<file path="config.mk">
export PLATFORM = sky130hd
export DESIGN_NAME = psram_xfer_ctrl
export DESIGN_NICKNAME = d
export VERILOG_FILES = /design/src/rtl/psram_xfer_ctrl.sv
export SDC_FILE = /design/constraint.sdc
export NUM_CORES = 1
export LEC_CHECK = 0
export CAP_MARGIN = 15
export CORE_MARGIN = 1.5
export CORE_UTILIZATION = 59
export CTS_CLUSTER_SIZE = 24
export DETAILED_ROUTE_END_ITERATION = 8
export PLACE_DENSITY_LB_ADDON = 0.05
export SETUP_SLACK_MARGIN = 0.02
export SLEW_MARGIN = 20
export SYNTH_ARGS = -nofsm -noshare
export SYNTH_HDL_FRONTEND = slang
export SYNTH_SLANG_ARGS = --single-unit
</file>
<file path="constraint.sdc">
create_clock -name clk_i -period 4.51 [get_ports clk_i]
set_clock_uncertainty 0.05 [all_clocks]
set_input_delay 1.353 -clock clk_i [delete_from_list [all_inputs] [get_ports clk_i]]
set_output_delay 1.353 -clock clk_i [all_outputs]
set_load 0.05 [all_outputs]
</file>
<file path="src/rtl/psram_xfer_ctrl.sv">
// QSPI PSRAM single-word transfer engine: 0x38 quad write / 0xEB quad read of one 32-bit word.
// Define PSRAM_XFER_CNT_EN to add xfer_cnt_o, a wrapping count of completed transfers.
module psram_xfer_ctrl #(
  parameter int ADDR_WIDTH = 24,
  parameter int DUMMY_DEF  = 6
) (
  input  logic                  clk_i,
  input  logic                  rst_i,
  input  logic [7:0]            div_i,
  input  logic [3:0]            dummy_i,
  input  logic                  req_valid_i,
  output logic                  req_ready_o,
  input  logic                  req_we_i,
  input  logic [ADDR_WIDTH-1:0] req_addr_i,
  input  logic [31:0]           req_wdata_i,
  output logic                  rsp_valid_o,
  output logic [31:0]           rsp_rdata_o,
  output logic                  psram_sck_o,
  output logic                  psram_ce_o,
  output logic [3:0]            psram_io_en_o,
  output logic [3:0]            psram_io_out_o,
  input  logic [3:0]            psram_io_in_i
`ifdef PSRAM_XFER_CNT_EN
  ,
  output logic [31:0]           xfer_cnt_o
`endif
);

  localparam int TXW       = 8 + ADDR_WIDTH + 32;
  localparam int ADDR_NIBS = ADDR_WIDTH / 4;

  typedef enum logic [2:0] {IDLE, CMD, ADDR, DUMMY, DATA, CPH} state_t;

  state_t           state;
  logic             we;
  logic [7:0]       h_eff;
  logic [7:0]       n_dummy;
  logic [8:0]       div_cnt;
  logic [7:0]       nib_cnt;
  logic [TXW-1:0]   tx_sr;
  logic [31:0]      rx_sr;

  logic [7:0]       div_sel;
  logic [7:0]       dummy_sel;
  logic [7:0]       cmd;
  logic [TXW-1:0]   frame;
  logic             phase_end;
  logic             cph_end;
  logic             last_nib;

  // The whole outgoing nibble stream is pre-built at acceptance; data bytes go LSB byte first.
  always_comb begin
    div_sel   = (div_i == 8'd0) ? 8'd1 : div_i;
    dummy_sel = (dummy_i == 4'd0) ? 8'(DUMMY_DEF) : {4'd0, dummy_i};
    cmd       = req_we_i ? 8'h38 : 8'hEB;
    frame     = {cmd, req_addr_i, req_wdata_i[7:0], req_wdata_i[15:8],
                 req_wdata_i[23:16], req_wdata_i[31:24]};
    phase_end = (div_cnt == ({1'b0, h_eff} - 9'd1));
    cph_end   = (div_cnt == ({h_eff, 1'b0} - 9'd1));
    last_nib  = (nib_cnt == 8'd0);
  end

  always_ff @(posedge clk_i) begin
    if (rst_i) begin
      state          <= IDLE;
      we             <= 1'b0;
      h_eff          <= 8'd1;
      n_dummy        <= 8'd0;
      div_cnt        <= 9'd0;
      nib_cnt        <= 8'd0;
      tx_sr          <= '0;
      rx_sr          <= 32'd0;
      req_ready_o    <= 1'b1;
      rsp_valid_o    <= 1'b0;
      rsp_rdata_o    <= 32'd0;
      psram_sck_o    <= 1'b0;
      psram_ce_o     <= 1'b1;
      psram_io_en_o  <= 4'h0;
      psram_io_out_o <= 4'h0;
    end else begin
      rsp_valid_o <= 1'b0;
      unique case (state)
        IDLE: begin
          if (req_valid_i) begin
            state          <= CMD;
            req_ready_o    <= 1'b0;
            we             <= req_we_i;
            h_eff          <= div_sel;
            n_dummy        <= dummy_sel;
            div_cnt        <= 9'd0;
            nib_cnt        <= 8'd1;
            psram_ce_o     <= 1'b0;
            psram_sck_o    <= 1'b0;
            psram_io_en_o  <= 4'hF;
            psram_io_out_o <= frame[TXW-1 -: 4];
            tx_sr          <= frame << 4;
          end
        end
        CMD, ADDR, DUMMY, DATA: begin
          if (!phase_end) begin
            div_cnt <= div_cnt + 9'd1;
          end else begin
            div_cnt <= 9'd0;
            if (!psram_sck_o) begin
              psram_sck_o <= 1'b1;
              if (state == DATA && !we)
                rx_sr <= {rx_sr[27:0], psram_io_in_i};
            end else begin
              // Falling edge: the only point where the outgoing nibble and the phase advance.
              psram_sck_o    <= 1'b0;
              nib_cnt        <= nib_cnt - 8'd1;
              psram_io_out_o <= tx_sr[TXW-1 -: 4];
              tx_sr          <= tx_sr << 4;
              if (state == DUMMY || (state == DATA && !we))
                psram_io_out_o <= 4'h0;
              if (last_nib) begin
                case (state)
                  CMD: begin
                    state   <= ADDR;
                    nib_cnt <= 8'(ADDR_NIBS - 1);
                  end
                  ADDR: begin
                    if (we) begin
                      state   <= DATA;
                      nib_cnt <= 8'd7;
                    end else begin
                      state          <= DUMMY;
                      nib_cnt        <= n_dummy - 8'd1;
                      psram_io_en_o  <= 4'h0;
                      psram_io_out_o <= 4'h0;
                    end
                  end
                  DUMMY: begin
                    state   <= DATA;
                    nib_cnt <= 8'd7;
                  end
                  default: begin
                    state          <= CPH;
                    psram_ce_o     <= 1'b1;
                    psram_io_en_o  <= 4'h0;
                    psram_io_out_o <= 4'h0;
                    rsp_valid_o    <= 1'b1;
                    if (!we)
                      rsp_rdata_o <= {rx_sr[7:0], rx_sr[15:8], rx_sr[23:16], rx_sr[31:24]};
                  end
                endcase
              end
            end
          end
        end
        CPH: begin
          if (cph_end) begin
            state       <= IDLE;
            req_ready_o <= 1'b1;
            div_cnt     <= 9'd0;
          end else begin
            div_cnt <= div_cnt + 9'd1;
          end
        end
        default: state <= IDLE;
      endcase
    end
  end

`ifdef PSRAM_XFER_CNT_EN
  always_ff @(posedge clk_i) begin
    if (rst_i)
      xfer_cnt_o <= 32'd0;
    else if (rsp_valid_o)
      xfer_cnt_o <= xfer_cnt_o + 32'd1;
  end
`endif

endmodule

</file>
Yosys cells after proc, flatten, opt, wreduce, memory -nomap -nowiden. Cells that the tools add are included.

Output and inout bits: 44. Input port bits: 76. Register bits after elaboration: 177. Logic and storage cells: 118.

Muxes and demuxes: 53. Equality and inequality tests: 15. Reductions and logical operators: 24. Add/sub/neg operators: 5. Bitwise operators: 6.

Operators with widths (number): 2-to-1 mux 64 bit (3); one-hot mux 64 bit (2 select lines) (1); 2-to-1 mux 8 bit (7); 2-to-1 mux 4 bit (12); one-hot mux 4 bit (2 select lines) (4); 2-to-1 mux 9 bit (3); one-hot mux 9 bit (3 select lines) (1); one-hot mux 8 bit (3 select lines) (1); == test 9 bit (2); 2-to-1 mux 3 bit (6); one-hot mux 3 bit (3 select lines) (2); zero test 8 bit (2); one-hot mux 8 bit (2 select lines) (1); subtractor 8 x 1 -> 8 bit (second input constant) (2); inequality test 2 bit (second input constant) (7); AND reduction 6 bit (2); adder 9 x 1 -> 9 bit (second input constant) (1); 2-to-1 mux 1 bit (9); subtractor 8 x 1 -> 9 bit (second input constant) (1); subtractor 9 x 1 -> 9 bit (second input constant) (1); AND reduction 4 bit (2); AND reduction 7 bit (1); == test 3 x 2 -> 1 bit (second input constant) (2); == test 3 bit (second input constant) (2); other kinds (18) (28).

Longest topological paths before layout.
Word-level depth: 10. Depth in mapped cells: 13. Gate-level depth less buffers: 9.

Least setup slack after synthesis. Ideal clock, no wire load.

Kind: reg-to-reg. From: reg h_eff[3]. To: reg rsp_rdata_o[0]. Data required time: 4.388 ns. Setup slack: 1.686 ns. Cell stages (with the launch flop): 12. Data arrival time: 2.703 ns. Path buffers: 4. Period minus slack after synthesis: 2.824 ns. Library setup time: 0.072 ns. Path through: dfxtp_1 -> buf_6 -> or4_4 -> buf_6 -> o21a_1 -> a2111oi_4 -> and3_1 -> buf_4 -> nand3_4 -> nor4_4 -> buf_6 -> mux2i_1.

Longest elaborated chain between the ends: 3.

RTL lines: from (decl) (RTL line 36) `logic [7:0] h_eff;`; from (signal assigned) (RTL line 88) `h_eff <= div_sel;`; subtractor 8 x 1 -> 9 bit (RTL line 58) `phase_end = (div_cnt == ({1'b0, h_eff} - 9'd1));`; == test 9 bit (RTL line 58); AND reduction 6 bit (no source line); to (signal assigned) (RTL line 144) `rsp_rdata_o <= {rx_sr[7:0], rx_sr[15:8], rx_sr[23:16], rx_sr[31:24]};`; to (decl) (RTL line 17) `output logic [31:0] rsp_rdata_o,`.

No other way between the ends. A chain may end at the register's enable or synchronous reset.

Worst setup path in the final report.
From: reg h_eff[3]. To: reg rx_sr[20].

Longest elaborated chain between the ends: 3.

RTL lines: subtractor 8 x 1 -> 9 bit (RTL line 58); == test 9 bit (RTL line 58); AND reduction 4 bit (no source line); to (signal assigned) (RTL line 107) `rx_sr <= {rx_sr[27:0], psram_io_in_i};`; to (decl) (RTL line 41) `logic [31:0] rx_sr;`.

No other way between the ends.

==> impl_metrics.toml <==
[sta]
tns_ns = 0
final-hold-violation-count = 0
rsz0062_at_grt = "no"
setup_viol_count_final = 0
max_slew.worst_pin.slew_ns = 1.09
maxSlewViolCount = 0
max_slew_margin_pct = 27.2
fmax_mhz = 282
final.min_clock_period_ns = 3.54
fin_crit_sh_pct = 78.5
fin_ws_ns = 0.969

[layout]
layout_commonest_cell = "nand2_1"
drive_gt1_share_pct = 10.0
diodes = 0
syn_to_final_growth_pct = 20.8
final_cell_mix = "nand2_1 (215), dfxtp_1 (166), clkdlybuf4s50_1 (118)"
ff_latch_area_sq_mm = 0.00332
num-fill-cells = 1021
nets = 1088
multiInputGateArea_sq_mm = 0.00430

[floorplan]
dieWidth_um = 120
die_h_um = 120
initial_utilization_pct = 60.7
die-area_sq_mm = 0.0144
core.rowCount = 42
boundaryPins = 120
coreArea_sq_mm = 0.0133

[global_route]
grt_antenna_before_repair = 0
gr-usage-all-layers_pct = 25.9
grt_max_degree = 67
grt_pass1_wl_um = 30400
grt_pass1_vias = 6328
grt_overflow_total = 0

[pwr]
vdd_ir_drop_max_mv = 0.320
p_leak_uw = 0.00358
power_uw = 5580
p_per_area_mw_per_mm2 = 570

[clock_tree]
htree_levels = 4
path_clk_slew_ns = 0.07
post_cts_resized = 0
holdBufCountCts = 0
max-clock-path-buffers = 2
cts_tree = "yes"
clock-sinks = 166
post_cts_buffers = 0
cts_inserted_buffers = 17
clkLatencyLatePin_ns = 0.43
root_buffer = "clkbuf_16"

[synthesis]
synth-seq-area-share_pct = 41.0
synth_ff_type = "dfxtp_1"
async_flop_share_pct = 0
synth.distinct_cells = 59
synth_area_leaders = "dfxtp_1 (41%), nand2_1 (10%), mux2i_1 (8.2%), a311oi_2 (7.2%), nor3_1 (4.8%)"
yosys.area.top_type_share_pct = 41.0
avgSynthCellArea_sq_um = 8.56
ys_ff_latch = 166
yosys.area.top_type = "dfxtp_1"
synth_cells = 947
synth_warnings = 0
syn_nets = 1028
synth_edf_count = 0
synth_area_sq_mm = 0.00810

[route]
drc = 0
drt_iter0_markers = 520
num_vias = 6955
viasPerCell = 5.82
drtPass1Iterations = 5
wl_um = 18600
post_drt_wl_per_cell_um = 15.5
ant_nets = 0

[worst_setup_path]
arrival_ns = 3.78
critical_path_class = "reg -> reg"
startpoint_type = "flop"
crit_start = "h_eff[3]$_SDFFE_PP0P_"
crit_fanout = 32
r2r-start = "h_eff[3]$_SDFFE_PP0P_"
crit_path_end_kind = "flop"
worstPathRequired_ns = 4.75

[hold_path]
hp-start = "rsp_rdata_o[22]$_SDFFE_PP0P_"
hp-class = "reg -> reg"

[placement]
routabilityCongestion = 0.895
port-buffer-count = 119
dp_hpwl_um = 12000
preCtsSetupSlack_ns = 1.05

[run_status]
status = "complete, no violations"

[run]
maxCapViolCount = 0
==> power by group <==
part           switching, uW  internal, uW
Sequential               215          1760
Combinational           1390           822
Clock                    620           775
==> state kept, by name (all words and copies together) (netlist names) <==
register and count:
tx_sr 60, rsp_rdata_o 32, rx_sr 32, div_cnt 9, h_eff 8, nib_cnt 8
n_dummy 4, psram_io_out_o 4, state 3, psram_ce_o 1, psram_io_en_o 1, psram_sck_o 1
req_ready_o 1, rsp_valid_o 1, we 1
==> worst max-delay path, cell delays in order, from the launching register on <==
cell	delay, ns
dfxtp_1	0.38
nor4_1	0.78
nand2_1	0.16
o211ai_1	0.53
nand3_2	0.96
mux2i_1	0.45
nor2_1	0.07
==> stage by stage <==
step	hold WS, ns	instance area (sq um)	util, %	cells
floorplan	0.388	8100	-	947
detailed placement	0.397	9220	69.0	1164
global placement	0.393	9220	69.0	1164
global route	0.423	9790	73.3	1196
CTS	0.411	9790	73.3	1196
finish	0.406	9790	73.3	1196
==> cells in the mapped netlist, types with 3 or more instances <==
cell       number
nand2_1       216
dfxtp_1       166
nor3_1         77
mux2i_1        66
clkbuf_1       61
nor2_1         54
a21oi_1        39
a311oi_2       39
nand3_1        22
o21ai_0        21
a311oi_1       15
xnor2_1        15
buf_6          11
inv_1          11
buf_4           9
nor4_1          9
o22ai_1         9
xor2_1          9
buf_2           7
nor2b_1         7
a211oi_1        6
and2_1          6
ha_1            5
o31ai_1         5
or3_1           5
a31oi_1         4
buf_1           4
o211ai_1        4
and3_1          3
nor4b_1         3
o2111ai_1       3
==> routing by layer <==
metal | share of wire (%) | track usage (%)
met4 | 1.2 | 8.48
met3 | 6.2 | 6.42
met1 | 46 | 35.3
met2 | 47 | 40.4
met5 | 0 | 0
==> kinds of logic after synthesis <==
logic type	after synthesis	synth area share (%)
adder cells (fa/ha/maj)	5	0.772
multiplexers	66	8.15
AO/OA/AOI/OAI	163	17.6
flip-flops	166	41.0
XOR/XNOR	26	3.15
buffers and inverters	104	6.36
AND/OR/NAND/NOR	417	23.0
==> worst paths after layout <==
path / endpoint / slack [ns] / depth (start not counted)
worst max-delay path: rx_sr[20]$_SDFFE_PP0P_ / 0.97 / 6
worst min-delay path: rsp_rdata_o[22]$_SDFFE_PP0P_ / 0.41 / 2
worst max register to register: rx_sr[20]$_SDFFE_PP0P_ / 0.97 / 6
worst min register to register: rsp_rdata_o[22]$_SDFFE_PP0P_ / 0.41 / 2
==> layout make-up <==
| type | instances | area share (%) |
|---|---|---|
| multi-input cells | 677 | 43.9 |
| clock inverters | 14 | 1.46 |
| well taps | 176 | 2.25 |
| repair buffers | 133 | 13.6 |
| inverters | 12 | 0.460 |
| flip-flops and latches | 166 | 34.0 |
| clock buffers | 18 | 4.38 |
Note: power is estimated with default switching activity, not from simulation.
